<file path="src/rtl/arith_pkg.sv">
// Shared types and elaboration-time helpers for the serial arithmetic blocks.
package arith_pkg;

    typedef enum logic [1:0] {
        IDLE = 2'd0,
        RUN  = 2'd1,
        DONE = 2'd2
    } state_e;

    // True when the operand width splits evenly into whole digits.
    function automatic bit width_ok(input int width, input int digit);
        return (width >= 2) && (digit >= 1) && (digit <= width) && ((width % digit) == 0);
    endfunction

endpackage

</file>
<file path="src/rtl/fa_cell.sv">
// One-bit combinational full adder; chained to form the per-step digit ripple.
module fa_cell (
    input  logic a_i,
    input  logic b_i,
    input  logic ci_i,
    output logic s_o,
    output logic co_o
);

    assign s_o  = a_i ^ b_i ^ ci_i;
    assign co_o = (a_i & b_i) | (ci_i & (a_i ^ b_i));

endmodule

</file>
<file path="src/rtl/serial_adder_n.sv">
// Multi-cycle adder/subtractor: DIGIT bits per clock through a full-adder ripple,
// with the carry held in a register between steps.
module serial_adder_n
    import arith_pkg::*;
#(
    parameter int WIDTH = 8,
    parameter int DIGIT = 1
) (
    input  logic             clk,
    input  logic             rst,
    input  logic             start,
    input  logic [WIDTH-1:0] a,
    input  logic [WIDTH-1:0] b,
    input  logic             cin,
    input  logic             sub,
    output logic             busy,
    output logic             done,
    output logic [WIDTH-1:0] sum,
    output logic             cout,
    output logic             ovf,
    output logic [1:0]       state_o
);

    localparam int NSTEP = WIDTH / DIGIT;
    localparam int CNT_W = $clog2(NSTEP + 1);

    generate
        if (!width_ok(WIDTH, DIGIT)) begin : g_bad_width
            $error("serial_adder_n: WIDTH must be >= 2 and a multiple of DIGIT");
        end
    endgenerate

    state_e             state_q, state_d;
    logic [CNT_W-1:0]   cnt_q, cnt_d;
    logic [WIDTH-1:0]   a_q, a_d;
    logic [WIDTH-1:0]   b_q, b_d;
    logic [WIDTH-1:0]   res_q, res_d;
    logic               carry_q, carry_d;
    logic [WIDTH-1:0]   sum_q, sum_d;
    logic               cout_q, cout_d;
    logic               ovf_q, ovf_d;

    logic [DIGIT:0]     chain;
    logic [DIGIT-1:0]   dsum;

    assign chain[0] = carry_q;

    for (genvar i = 0; i < DIGIT; i++) begin : g_fa
        fa_cell u_fa (
            .a_i  (a_q[i]),
            .b_i  (b_q[i]),
            .ci_i (chain[i]),
            .s_o  (dsum[i]),
            .co_o (chain[i+1])
        );
    end

    always_comb begin
        state_d = state_q;
        cnt_d   = cnt_q;
        a_d     = a_q;
        b_d     = b_q;
        res_d   = res_q;
        carry_d = carry_q;
        sum_d   = sum_q;
        cout_d  = cout_q;
        ovf_d   = ovf_q;
        case (state_q)
            IDLE, DONE: begin
                // Subtraction is A + ~B + ~cin, so invert at load time.
                if (start) begin
                    state_d = RUN;
                    a_d     = a;
                    b_d     = sub ? ~b : b;
                    carry_d = sub ? ~cin : cin;
                    cnt_d   = '0;
                end else begin
                    state_d = IDLE;
                end
            end
            RUN: begin
                a_d     = a_q >> DIGIT;
                b_d     = b_q >> DIGIT;
                res_d   = (res_q >> DIGIT) | (WIDTH'(dsum) << (WIDTH - DIGIT));
                carry_d = chain[DIGIT];
                cnt_d   = cnt_q + CNT_W'(1);
                if (cnt_q == CNT_W'(NSTEP - 1)) begin
                    state_d = DONE;
                    sum_d   = res_d;
                    cout_d  = chain[DIGIT];
                    ovf_d   = chain[DIGIT] ^ chain[DIGIT-1];
                end
            end
            default: state_d = IDLE;
        endcase
    end

    always_ff @(posedge clk) begin
        if (rst) begin
            state_q <= IDLE;
            cnt_q   <= '0;
            a_q     <= '0;
            b_q     <= '0;
            res_q   <= '0;
            carry_q <= 1'b0;
            sum_q   <= '0;
            cout_q  <= 1'b0;
            ovf_q   <= 1'b0;
        end else begin
            state_q <= state_d;
            cnt_q   <= cnt_d;
            a_q     <= a_d;
            b_q     <= b_d;
            res_q   <= res_d;
            carry_q <= carry_d;
            sum_q   <= sum_d;
            cout_q  <= cout_d;
            ovf_q   <= ovf_d;
        end
    end

    assign busy    = (state_q == RUN);
    assign done    = (state_q == DONE);
    assign sum     = sum_q;
    assign cout    = cout_q;
    assign ovf     = ovf_q;
    assign state_o = state_q;

endmodule
</file>
<file path="config.mk">
export PLATFORM = sky130hd
export DESIGN_NAME = serial_adder_n
export DESIGN_NICKNAME = d
export VERILOG_FILES = /design/src/rtl/arith_pkg.sv /design/src/rtl/fa_cell.sv /design/src/rtl/serial_adder_n.sv
export SDC_FILE = /design/constraint.sdc
export NUM_CORES = 1
export LEC_CHECK = 0
export BUFFER_PORTS_ARGS = -buffer_cell sky130_fd_sc_hd__buf_2
export CORE_MARGIN = 2
export CORE_UTILIZATION = 55
export CTS_BUF_LIST = sky130_fd_sc_hd__clkbuf_4 sky130_fd_sc_hd__clkbuf_8
export DETAILED_ROUTE_END_ITERATION = 12
export PLACE_DENSITY = 0.86
export SYNTH_ARGS = -nofsm -noshare
export SYNTH_HDL_FRONTEND = slang
export SYNTH_SLANG_ARGS = --single-unit
</file>
<file path="constraint.sdc">
create_clock -name clk -period 1.5 [get_ports clk]
set_input_delay 0.225 -clock clk [delete_from_list [all_inputs] [get_ports clk]]
set_output_delay 0.225 -clock clk [all_outputs]
set_load 0.01 [all_outputs]
</file>
# Word-level counts from Yosys, hierarchy flattened
# Cells that the tools add are included.
[word_totals]
regBits = 41
input_bits = 21
out_inout_bits = 14
[op_classes]
add_sub_neg = 1
n_eq_ne = 5
n_mux = 13
bitwise = 9
reduce_logical = 5
[ops]
columns = ["op", "count"]
rows = [
  ["$pmux W8 S2", 2],
  ["$mux W8", 3],
  ["$not A8 Y8", 1],
  ["$or A7 B8 Y8", 1],
  ["$pmux W4 S2", 1],
  ["$add A4 B1 Y4 const B", 1],
  ["$eq A4 B3 Y1 const B", 1],
  ["$mux W4", 1],
  ["$pmux W2 S2", 1],
  ["$reduce_and A2 Y1", 2],
  ["$mux W1", 3],
  ["$xor A1 B1 Y1", 3],
  ["$and A1 B1 Y1", 2],
  ["$eq A2 B1 Y1 const B", 1],
  ["$eq A2 B2 Y1 const B", 1],
  ["$logic_not A2 Y1", 1],
  ["$mux W2", 1],
  ["$ne A2 B1 Y1 const B", 1],
  ["$ne A2 B2 Y1 const B", 1],
  ["$pmux W1 S2", 1],
  ["$reduce_bool A2 Y1", 1],
  ["$reduce_or A2 Y1", 1],
  ["$not A1 Y1", 1],
  ["$or A1 B1 Y1", 1],
]

# Logic depth before layout (Yosys ltp)
# Gate-level depths: netlist (run 1).
[logic_depth]
ltp_word = 4
depth_mapped = 6

# Cells and area by module
# From an unflattened synthesis (run 1), not the netlist that was laid out.
[hier_totals]
hier_cells = 195
hier_area_um2 = 1706.6
[modules_own_cells]
columns = ["module", "instances", "cells_per_inst", "area_per_inst_um2", "seq_area_each_um2"]
rows = [
  ["serial_adder_n", 1, 194, 1686.6, 800.8],
  ["fa_cell", 1, 1, 20.0, 0.0],
]

# Worst setup path before layout (run 1)
# No wires, ideal clock.
[synth_timing]
path_kind = "reg-to-reg"
from = "register carry_q"
to = "register ovf_q, in the netlist ovf"
t_arrival_ps = 1151
t_required_ps = 1409
slack_ps = 258
path_stages_with_launch = 4
path_buffers = 0
path_cell_list = "dfxtp_1 -> fa_1 -> xnor2_1 -> a311oi_1"
[synth_via]
elab_chain_len = 3
[synth_rtl]
columns = ["item", "line", "source"]
rows = [
  ["start: declaration", "serial_adder_n.sv:38", "logic carry_q, carry_d;"],
  ["start signal: assignment", "serial_adder_n.sv:115", "carry_q <= carry_d;"],
  ["$and A1 B1 Y1", "fa_cell.sv:11", "assign co_o = (a_i & b_i) | (ci_i & (a_i ^ b_i));"],
  ["$or A1 B1 Y1", "fa_cell.sv:11", ""],
  ["named net g_fa[0].u_fa.co_o", "fa_cell.sv:7", "output logic co_o"],
  ["$xor A1 B1 Y1", "serial_adder_n.sv:91", "ovf_d = chain[DIGIT] ^ chain[DIGIT-1];"],
  ["end signal: assignment", "serial_adder_n.sv:118", "ovf_q <= ovf_d;"],
  ["end: declaration", "serial_adder_n.sv:41", "logic ovf_q, ovf_d;"],
]
# The timed path passes the listed nets, and every way through them passes these cells.
# A chain may end at the register's enable or synchronous reset.

# Worst setup path in the final report (run 1)
[layout_timing]
from = "register state_q[1], in the netlist state_o[1]"
to = "output port busy"
[layout_via]
elab_chain_len = 1
[layout_rtl]
columns = ["item", "line", "source"]
rows = [
  ["start: declaration", "serial_adder_n.sv:33", "state_e state_q, state_d;"],
  ["start signal: assignment", "serial_adder_n.sv:110", "state_q <= state_d;"],
  ["$eq A2 B1 Y1", "serial_adder_n.sv:122", "assign busy = (state_q == RUN);"],
  ["end: declaration", "serial_adder_n.sv:16", "output logic busy,"],
]
# No other way between the ends.

==> flow_metrics.py, run 1 <==
metrics = {
    "worst_setup_path": {
        "cp_num_buf_inv": 3,
        "critical_path.cell_chain": "nand2b_4 > inv_4 > buf_12 > buf_2",
        "critical-path-top-delay-family": "flip-flops",
        "cp-start-kind": "register",
        "max_stage_delay_ps": 350,
        "end_kind": "output pin",
        "ff2ff_path_depth": 6,
        "cpMaxStageDelayCell": "dfxtp_2",
        "crit_cells": 4,
        "criticalPathCategory": "reg2out",
        "crit_fanout": 13,
        "arrival_ps": 1200,
        "cp.required_ps": 1270,
    },
    "pwr": {
        "seq_power_share": 0.526,
        "power_density_mw_per_mm2": 1050,
        "power.switching_fraction": 0.253,
        "p_switching_w": 0.000545,
        "ir_drop_v": 0.000940,
        "power.share.clock": 0.333,
        "intPower_w": 0.00161,
        "p_leak_nw": 0.830,
        "combPwrFrac": 0.141,
    },
    "routing": {
        "drt_iter0_drc": 47,
        "wirelength_um": 3730,
        "via_count": 1547,
        "drc": 0,
        "wl_per_cell_um": 14.1,
        "firstDrtPassIters": 5,
        "viasPerCell": 5.84,
        "ant_nets": 0,
    },
    "sta": {
        "fmax_mhz": 702,
        "grt_setup_unrepaired": "no",
        "fin_crit_ps": 1420,
        "worst_slew_pin_slew_ps": 301,
        "slew-limit-headroom": 0.799,
        "drv_slew": 0,
        "setup-violations-final": 0,
        "tns_ps": 0,
        "hold_viol": 0,
        "skew_ps": 9.40,
        "min_period_over_period": 0.949,
    },
    "global_route": {
        "antenna_found_initial": 0,
        "top_usage_layer": "met2",
        "grt_use_total": 0.223,
        "first_global_vias": 1297,
        "met1_usage": 0.306,
        "gr-usage-met3": 0.0844,
        "grt_first_pass_wirelength_um": 5960,
        "grt-ovfl-total": 0,
        "grt.met2_usage": 0.334,
        "grt_max_degree": 33,
    },
    "clock_network": {
        "root_buffer": "clkbuf_4",
        "cts_tree": "built",
        "clock_latency_ps": 360,
        "cts_buffers": 5,
        "clk_pin_slew_ps": 120,
        "max-clock-path-buffers": 2,
        "holdBufCountCts": 0,
        "htree_levels": 2,
        "clkSinkCount": 40,
    },
    "place": {
        "dp.cells": 252,
        "place.gp.congestion": 0.745,
        "dp_hpwl_um": 2300,
        "port-buffer-count": 34,
    },
    "layout": {
        "fillers": 241,
        "fin_nets": 254,
        "drive_gt1_frac": 0.272,
        "fin_cells": 265,
        "synthToLayoutAreaGrowth_pct": 20.5,
        "diodes": 0,
    },
    "floorplanning": {
        "core_sq_mm": 0.00300,
        "ios": 35,
        "die_w_um": 59.7,
        "initial_core_util": 0.568,
        "rows": 20,
        "die_h_um": 59.7,
        "die_area_sq_mm": 0.00356,
    },
    "flow_run": {
        "maxCapViolations": 0,
    },
    "yosys": {
        "syn_inst": 195,
        "netlist.area_leader.share": 0.469,
        "ys_warn_count": 0,
        "synth_area_leader_cell": "dfxtp_1",
        "synth_area_sq_mm": 0.00171,
        "synth_cell_types": 28,
        "synth_area_leaders": "dfxtp_1 (47%), a21oi_1 (11%), nand3_1 (8.2%)",
        "synth-seq-cells": 40,
        "avgSynthCellArea_sq_um": 8.75,
        "synth_fp_nets": 218,
        "seq_area_frac_synth": 0.469,
    },
    "hold_path": {
        "worst_hold_path.num_cells": 3,
        "hold_path.class": "in2reg",
    },
    "run_status": {
        "status": "complete, no violations",
    },
}
-- cell type report --
cell class	instances	area [sq um]	area share
timing repair buffer	48	325	0.158
clock buffer	6	45.0	0.0219
tap	33	41.3	0.0201
clock inverter	2	35.0	0.0170
sequential	40	803	0.391
multi-input combinational	135	801	0.389
inverter	1	6.26	0.00304
-- registers in the layout, indices dropped and copies added (netlist names) --
signal and flops:
ovf 1, cout 1, sum 8, cnt_q 4
a_q 8, state_o 2, res_q 7, carry_q 1
b_q 8
-- placed cells by master (no fill, tap or decap) --
| cell type | n |
|---|---|
| nor2b_1 | 2 |
| nor2_1 | 2 |
| nand4_1 | 1 |
| buf_4 | 11 |
| and3b_1 | 1 |
| nand2_1 | 17 |
| dfxtp_2 | 2 |
| nor3_1 | 1 |
| dfxtp_1 | 38 |
| o21ai_0 | 9 |
| mux2_2 | 1 |
| nor3b_1 | 1 |
| nand2b_4 | 1 |
| a311oi_1 | 1 |
| mux2_4 | 1 |
| xnor2_1 | 1 |
| clkbuf_4 | 6 |
| bufbuf_16 | 1 |
| xor2_1 | 9 |
| a211oi_2 | 1 |
| buf_12 | 2 |
| ha_1 | 1 |
| nand3b_1 | 1 |
| clkinv_2 | 1 |
| bufinv_16 | 1 |
| buf_2 | 34 |
| fa_1 | 1 |
| a22oi_1 | 15 |
| nand3_1 | 28 |
| a21oi_1 | 38 |
| nand2b_1 | 2 |
| inv_4 | 1 |
-- path summary, 6_finish.rpt --
kind              startpoint      to  slack (ps)
setup / recovery  state_o[1]    busy          80
setup reg to reg  state_o[1]     ovf         140
hold / removal          a[7]  a_q[7]         100
hold reg to reg       a_q[3]  a_q[3]         480
-- routing by layer --
layer  routed length, um  up-vias
met5                   0        -
met4                  50        0
met3                 288        6
met2                1740       52
met1                1650      729
li1                    -      760
-- through the flow --
stage	worst slack (ps)	cell area [sq um]	power (W)	utilization	hold slack [ps]
floorplan	258	1710	0.00134	-	361
global placement	201	1900	0.00142	0.633	445
detailed placement	125	1900	0.00142	0.633	455
CTS	5.14	2030	0.00214	0.676	106
global route	18.0	2060	0.00224	0.685	120
finish	75.9	2060	0.00216	0.685	95.2
-- timing repair --
item | in CTS | in global routing
endpoints found under the setup margin | 1 | 9
gates cloned | 1 | 0
buffers inserted | 2 | 2
resized for setup | 2 | 3
-- worst reg2reg max path: cells and delay by family (launching register included) --
family / cells / cell delay, ps
buffers and inverters: 4 / 560
flip-flops: 1 / 360
AO/OA/AOI/OAI: 1 / 210
AND/OR/NAND/NOR: 1 / 140
-- Yosys cell counts --
master     n
buf_2      9
buf_1      1
ha_1       1
nor3b_1    1
buf_6      1
and3b_1    1
nand2_1   17
nor3_1     1
a21oi_1   38
nand3b_1   1
o21ai_0    9
nand4_1    1
nor2_1     2
fa_1       1
a22oi_1   15
a311oi_1   1
mux2_2     1
dfxtp_1   40
xor2_1     9
inv_1      1
nor2b_1    2
nand2b_1   3
nand3_1   28
a211oi_2   1
clkbuf_1   3
mux2_4     1
buf_4      5
xnor2_1    1
-- power groups by stage --
stage	Combinational (W)	Sequential, W	Clock (W)
floorplan	0.000191	0.00115	0
global placement	0.000263	0.00115	0
detailed placement	0.000266	0.00115	0
CTS	0.000293	0.00113	0.000714
global route	0.000335	0.00114	0.000769
finish	0.000304	0.00113	0.000719
-- cell families after synthesis --
group	Yosys count	share of synthesized area
AO/OA/AOI/OAI	64	0.216
AND/OR/NAND/NOR	57	0.163
flip-flops	40	0.469
buffers and inverters	20	0.0660
XOR/XNOR	10	0.0513
multiplexers	2	0.0154
adder cells (fa/ha/maj)	2	0.0191
(Power assumes the default switching activity.)
==> inputs of run 2 (changes only) <==
Settings changed: ABC_CLOCK_PERIOD_IN_PS from default to 1600, PLACE_DENSITY 0.86 to 0.8.
Clock period 1.5 ns to 1.6 ns, I/O delays scaled along.
==> flow_metrics.py, run 2 (synthesis gave the netlist of run 1 again) <==
metrics = {
    "run_status": {
        "status": "complete, no violations",
    },
    "layout": {
        "fin_nets": 251,
        "diodes": 0,
        "final_common_cell": "dfxtp_1",
        "drive_gt1_frac": 0.250,
        "synthToLayoutAreaGrowth_pct": 14.7,
        "post-route-util": 0.652,
        "final_cell_mix": "dfxtp_1 (39), a21oi_1 (38), buf_2 (34)",
    },
    "sta": {
        "grt_setup_unrepaired": "no",
        "slew-limit-headroom": 0.739,
        "hold_viol": 0,
        "worst_slew_pin_slew_ps": 391,
        "fmax_mhz": 664,
        "tns_ps": 0,
        "min_period_over_period": 0.941,
        "drv_slew": 0,
        "fin_crit_ps": 1510,
        "setup-violations-final": 0,
        "skew_ps": 11.7,
    },
    "worst_setup_path": {
        "cp_num_buf_inv": 1,
        "critical_path.cell_chain": "nand2b_1 > buf_4 > mux2_4 > a211oi_2",
        "criticalPathCategory": "reg2reg",
        "critical-path-top-delay-family": "buffers and inverters",
        "crit_fanout": 37,
        "arrival_ps": 1770,
        "cp.required_ps": 1870,
        "cpMaxStageDelayCell": "buf_4",
        "cp-start-kind": "register",
        "max_stage_delay_ps": 380,
        "end_kind": "register",
    },
    "floorplanning": {
        "rows": 20,
        "die_area_sq_mm": 0.00356,
        "core_sq_mm": 0.00300,
        "die_w_um": 59.7,
        "ios": 35,
        "die_h_um": 59.7,
        "initial_core_util": 0.568,
    },
    "clock_network": {
        "htree_levels": 2,
        "clk_pin_slew_ps": 110,
        "cts_tree": "built",
        "max-clock-path-buffers": 2,
        "root_buffer": "clkbuf_4",
        "clkSinkCount": 40,
        "cts_buffers": 5,
        "clock_latency_ps": 330,
        "holdBufCountCts": 0,
    },
    "routing": {
        "drc": 0,
        "wl_per_cell_um": 12.1,
        "firstDrtPassIters": 4,
        "drt_iter0_drc": 68,
        "wirelength_um": 3170,
        "viasPerCell": 5.65,
        "via_count": 1474,
        "ant_nets": 0,
    },
    "pwr": {
        "combPwrFrac": 0.140,
        "p_leak_nw": 0.783,
        "power_density_mw_per_mm2": 912,
        "p_switching_w": 0.000464,
        "intPower_w": 0.00132,
        "power.switching_fraction": 0.260,
        "seq_power_share": 0.594,
        "power.share.clock": 0.267,
        "ir_drop_v": 0.000480,
    },
    "global_route": {
        "grt_first_pass_wirelength_um": 5400,
        "grt_use_total": 0.196,
        "grt_max_degree": 38,
        "antenna_found_initial": 0,
        "grt-ovfl-total": 0,
        "first_global_vias": 1214,
    },
    "place": {
        "dp_hpwl_um": 2110,
        "port-buffer-count": 34,
        "place.gp.congestion": 0.733,
    },
    "flow_run": {
        "maxCapViolations": 0,
    },
    "hold_path": {
        "hold_path.class": "in2reg",
    },
}
-- run 2: changes by cell type in the layout (fill, tap and decap cells not counted), sizes merged --
cell | previous run | this run
bufbuf | 1 | 0
bufinv | 1 | 0
buf | 47 | 45
-- run 2: path summary, 6_finish.rpt --
kind | start | depth (start not counted) | slack, ps | to
max | state_o[1] | 4 | 90 | cnt_q[2]
min | a[7] | 3 | 130 | a_q[7]
max reg2reg | state_o[1] | 4 | 90 | cnt_q[2]
min reg2reg | res_q[5] | 2 | 470 | res_q[4]
-- run 2: tightest hold or removal path: stages --
cell and delay, ps:
buf_2 100, nand2_1 40, a21oi_1 50
-- run 2: power by group through the flow --
| stage | Sequential [W] | Combinational, W | Clock, W |
|---|---|---|---|
| floorplan | 0.00108 | 0.000179 | 0 |
| global placement | 0.00108 | 0.000239 | 0 |
| detailed placement | 0.00108 | 0.000241 | 0 |
| CTS | 0.00106 | 0.000242 | 0.000486 |
| global route | 0.00107 | 0.000279 | 0.000537 |
| finish | 0.00106 | 0.000250 | 0.000476 |
-- run 2: metrics by stage --
| stage | area (sq um) | instances | hold slack [ps] | setup WS (ps) | total power, W |
|---|---|---|---|---|---|
| 5_1_grt | 1960 | 261 | 150 | 15.6 | 0.00188 |
| 4_1_cts | 1940 | 259 | 120 | 0.752 | 0.00179 |
| 3_3_place_gp | 1890 | 252 | 445 | 219 | 0.00132 |
| 3_5_place_dp | 1890 | 252 | 449 | 197 | 0.00132 |
| 6_report | 1960 | 261 | 129 | 94.3 | 0.00179 |
| 2_1_floorplan | 1710 | 195 | 376 | 358 | 0.00126 |
-- run 2: repair_timing --
action                                  CTS  global route
pin swaps                                 0             0
resized for setup                         1             2
setup buffers                             0             2
endpoints found under the setup margin    1             1
-- run 2: final cells by class --
type                       count  area [sq um]
clock buffer                   6          45.0
clock inverter                 1          5.00
fill                         257          1040
inverter                       1          6.26
multi-input combinational    135           793
sequential                    40           802
tap                           33          41.3
timing repair buffer          45           265
-- run 2: layer usage --
| layer | GRT usage | vias up | part of all wire |
|---|---|---|---|
| li1 | - | 754 | - |
| met1 | 0.286 | 672 | 0.48 |
| met2 | 0.280 | 46 | 0.46 |
| met3 | 0.0606 | 2 | 0.056 |
| met4 | 0.0571 | 0 | 0.0038 |
| met5 | 0 | - | 0 |
==> inputs of run 3 (changes only) <==
Settings changed: ABC_CLOCK_PERIOD_IN_PS 1600 to 1300, CORE_UTILIZATION 55 to 50, PLACE_DENSITY 0.8 to 0.77.
Clock period 1.6 ns to 1.3 ns, I/O delays scaled along.
==> flow_metrics.py, run 3 (synthesis gave the netlist of run 1 again) <==
metrics = {
    "run_status": {
        "status": "finished, violations left",
        "violations": "setup timing",
    },
    "routing": {
        "wirelength_um": 3710,
        "viasPerCell": 5.32,
        "ant_nets": 0,
        "wl_per_cell_um": 13.0,
        "drc": 0,
        "drt_iter0_drc": 80,
        "firstDrtPassIters": 4,
        "via_count": 1515,
    },
    "global_route": {
        "first_global_vias": 1368,
        "grt_first_pass_wirelength_um": 6440,
        "grt_use_total": 0.208,
        "grt_max_degree": 21,
        "antenna_found_initial": 0,
        "grt-ovfl-total": 0,
    },
    "layout": {
        "synthToLayoutAreaGrowth_pct": 25.7,
        "diodes": 0,
        "post-route-util": 0.648,
        "drive_gt1_frac": 0.322,
        "fillers": 298,
        "final_common_cell": "dfxtp_1",
        "multi_input_area_sq_um": 827,
        "fin_nets": 261,
        "final_cell_mix": "dfxtp_1 (38), a21oi_1 (37), buf_2 (33)",
        "fin_area_sq_mm": 0.00215,
        "ff_latch_area_sq_um": 803,
    },
    "floorplanning": {
        "rows": 21,
        "initial_core_util": 0.515,
        "die_area_sq_mm": 0.00390,
        "core_sq_mm": 0.00331,
        "die_h_um": 62.4,
        "die_w_um": 62.4,
        "ios": 35,
    },
    "sta": {
        "fin_ws_ps": -20.1,
        "setup-violations-final": 1,
        "worst_slew_pin_slew_ps": 384,
        "grt_setup_unrepaired": "yes",
        "drv_slew": 0,
        "skew_ps": 9.24,
        "fin_crit_ps": 1320,
        "slew-limit-headroom": 0.743,
        "fmax_mhz": 758,
        "min_period_over_period": 1.02,
        "tns_ps": -20.1,
        "hold_viol": 0,
    },
    "clock_network": {
        "clk_pin_slew_ps": 120,
        "htree_levels": 2,
        "root_buffer": "clkbuf_4",
        "cts_buffers": 5,
        "max-clock-path-buffers": 2,
        "cts_tree": "built",
        "clock_latency_ps": 360,
        "clkSinkCount": 40,
    },
    "pwr": {
        "intPower_w": 0.00187,
        "combPwrFrac": 0.148,
        "power.share.clock": 0.332,
        "p_leak_nw": 0.859,
        "seq_power_share": 0.520,
        "power.switching_fraction": 0.255,
        "power_density_mw_per_mm2": 1170,
        "p_switching_w": 0.000640,
        "totalPowerFinal_w": 0.00251,
        "ir_drop_v": 0.000677,
    },
    "worst_setup_path": {
        "criticalPathCategory": "reg2out",
        "cp-start-kind": "register",
        "arrival_ps": 1130,
        "end_kind": "output pin",
        "cp.required_ps": 1110,
        "crit_fanout": 3,
    },
    "place": {
        "place.gp.congestion": 0.735,
        "place_area_sq_mm": 0.00197,
        "dp_slack_ps": 35.9,
        "dp_hpwl_um": 2380,
        "port-buffer-count": 34,
    },
    "hold_path": {
        "hold_path.class": "in2reg",
    },
    "flow_run": {
        "maxCapViolations": 0,
    },
}
run 3: path summary, 6_finish.rpt:
check | start | endpoint | slack [ps] | cells past startpoint
worst max-delay path | state_o[1] | busy | -20 | 4
worst min-delay path | a[7] | a_q[7] | 60 | 3
worst max register to register | state_o[0] | b_q[5] | 50 | 4
worst min register to register | res_q[1] | res_q[1] | 470 | 2
run 3: power groups by stage:
stage                     registers, W  logic [W]  clock network [W]
after floorplan                0.00133   0.000220                  0
after global placement         0.00133   0.000320                  0
after detailed placement       0.00133   0.000324                  0
after CTS                      0.00130   0.000362           0.000838
after global routing           0.00131   0.000407           0.000911
final                          0.00131   0.000372           0.000835
run 3: final cells by class:
cell class | instances | share of cell area
Clock buffer | 6 | 0.0210
Tap cell | 46 | 0.0268
Timing Repair Buffer | 55 | 0.173
Inverter | 1 | 0.00292
Sequential cell | 40 | 0.374
Multi-Input combinational cell | 135 | 0.385
Clock inverter | 2 | 0.0163
run 3: metal layers:
metal	routed length, um	global-route usage	up-vias
li1	-	-	775
met1	1720	0.283	697
met2	1740	0.309	35
met3	180	0.0505	8
met4	67	0.100	0
met5	0	0	-
run 3: metrics by stage:
| step | instances | hold slack (ps) |
|---|---|---|
| 2_1_floorplan | 195 | 331 |
| 3_3_place_gp | 274 | 440 |
| 3_5_place_dp | 274 | 447 |
| 4_1_cts | 285 | 63.0 |
| 5_1_grt | 285 | 58.3 |
| 6_report | 285 | 61.6 |
run 3: repair_timing:
action | in CTS | in global routing
hold buffers | 0 | 0
endpoints found under the setup margin | 1 | 14
pin swaps | 0 | 1
gates cloned | 1 | 0
buffers inserted | 2 | 0
resized for setup | 5 | 10
run 3: worst max-delay path: stages, from the launching register on:
cell	delay, ps
dfxtp_2	350
nand2b_4	140
inv_4	40
buf_12	120
buf_6	110
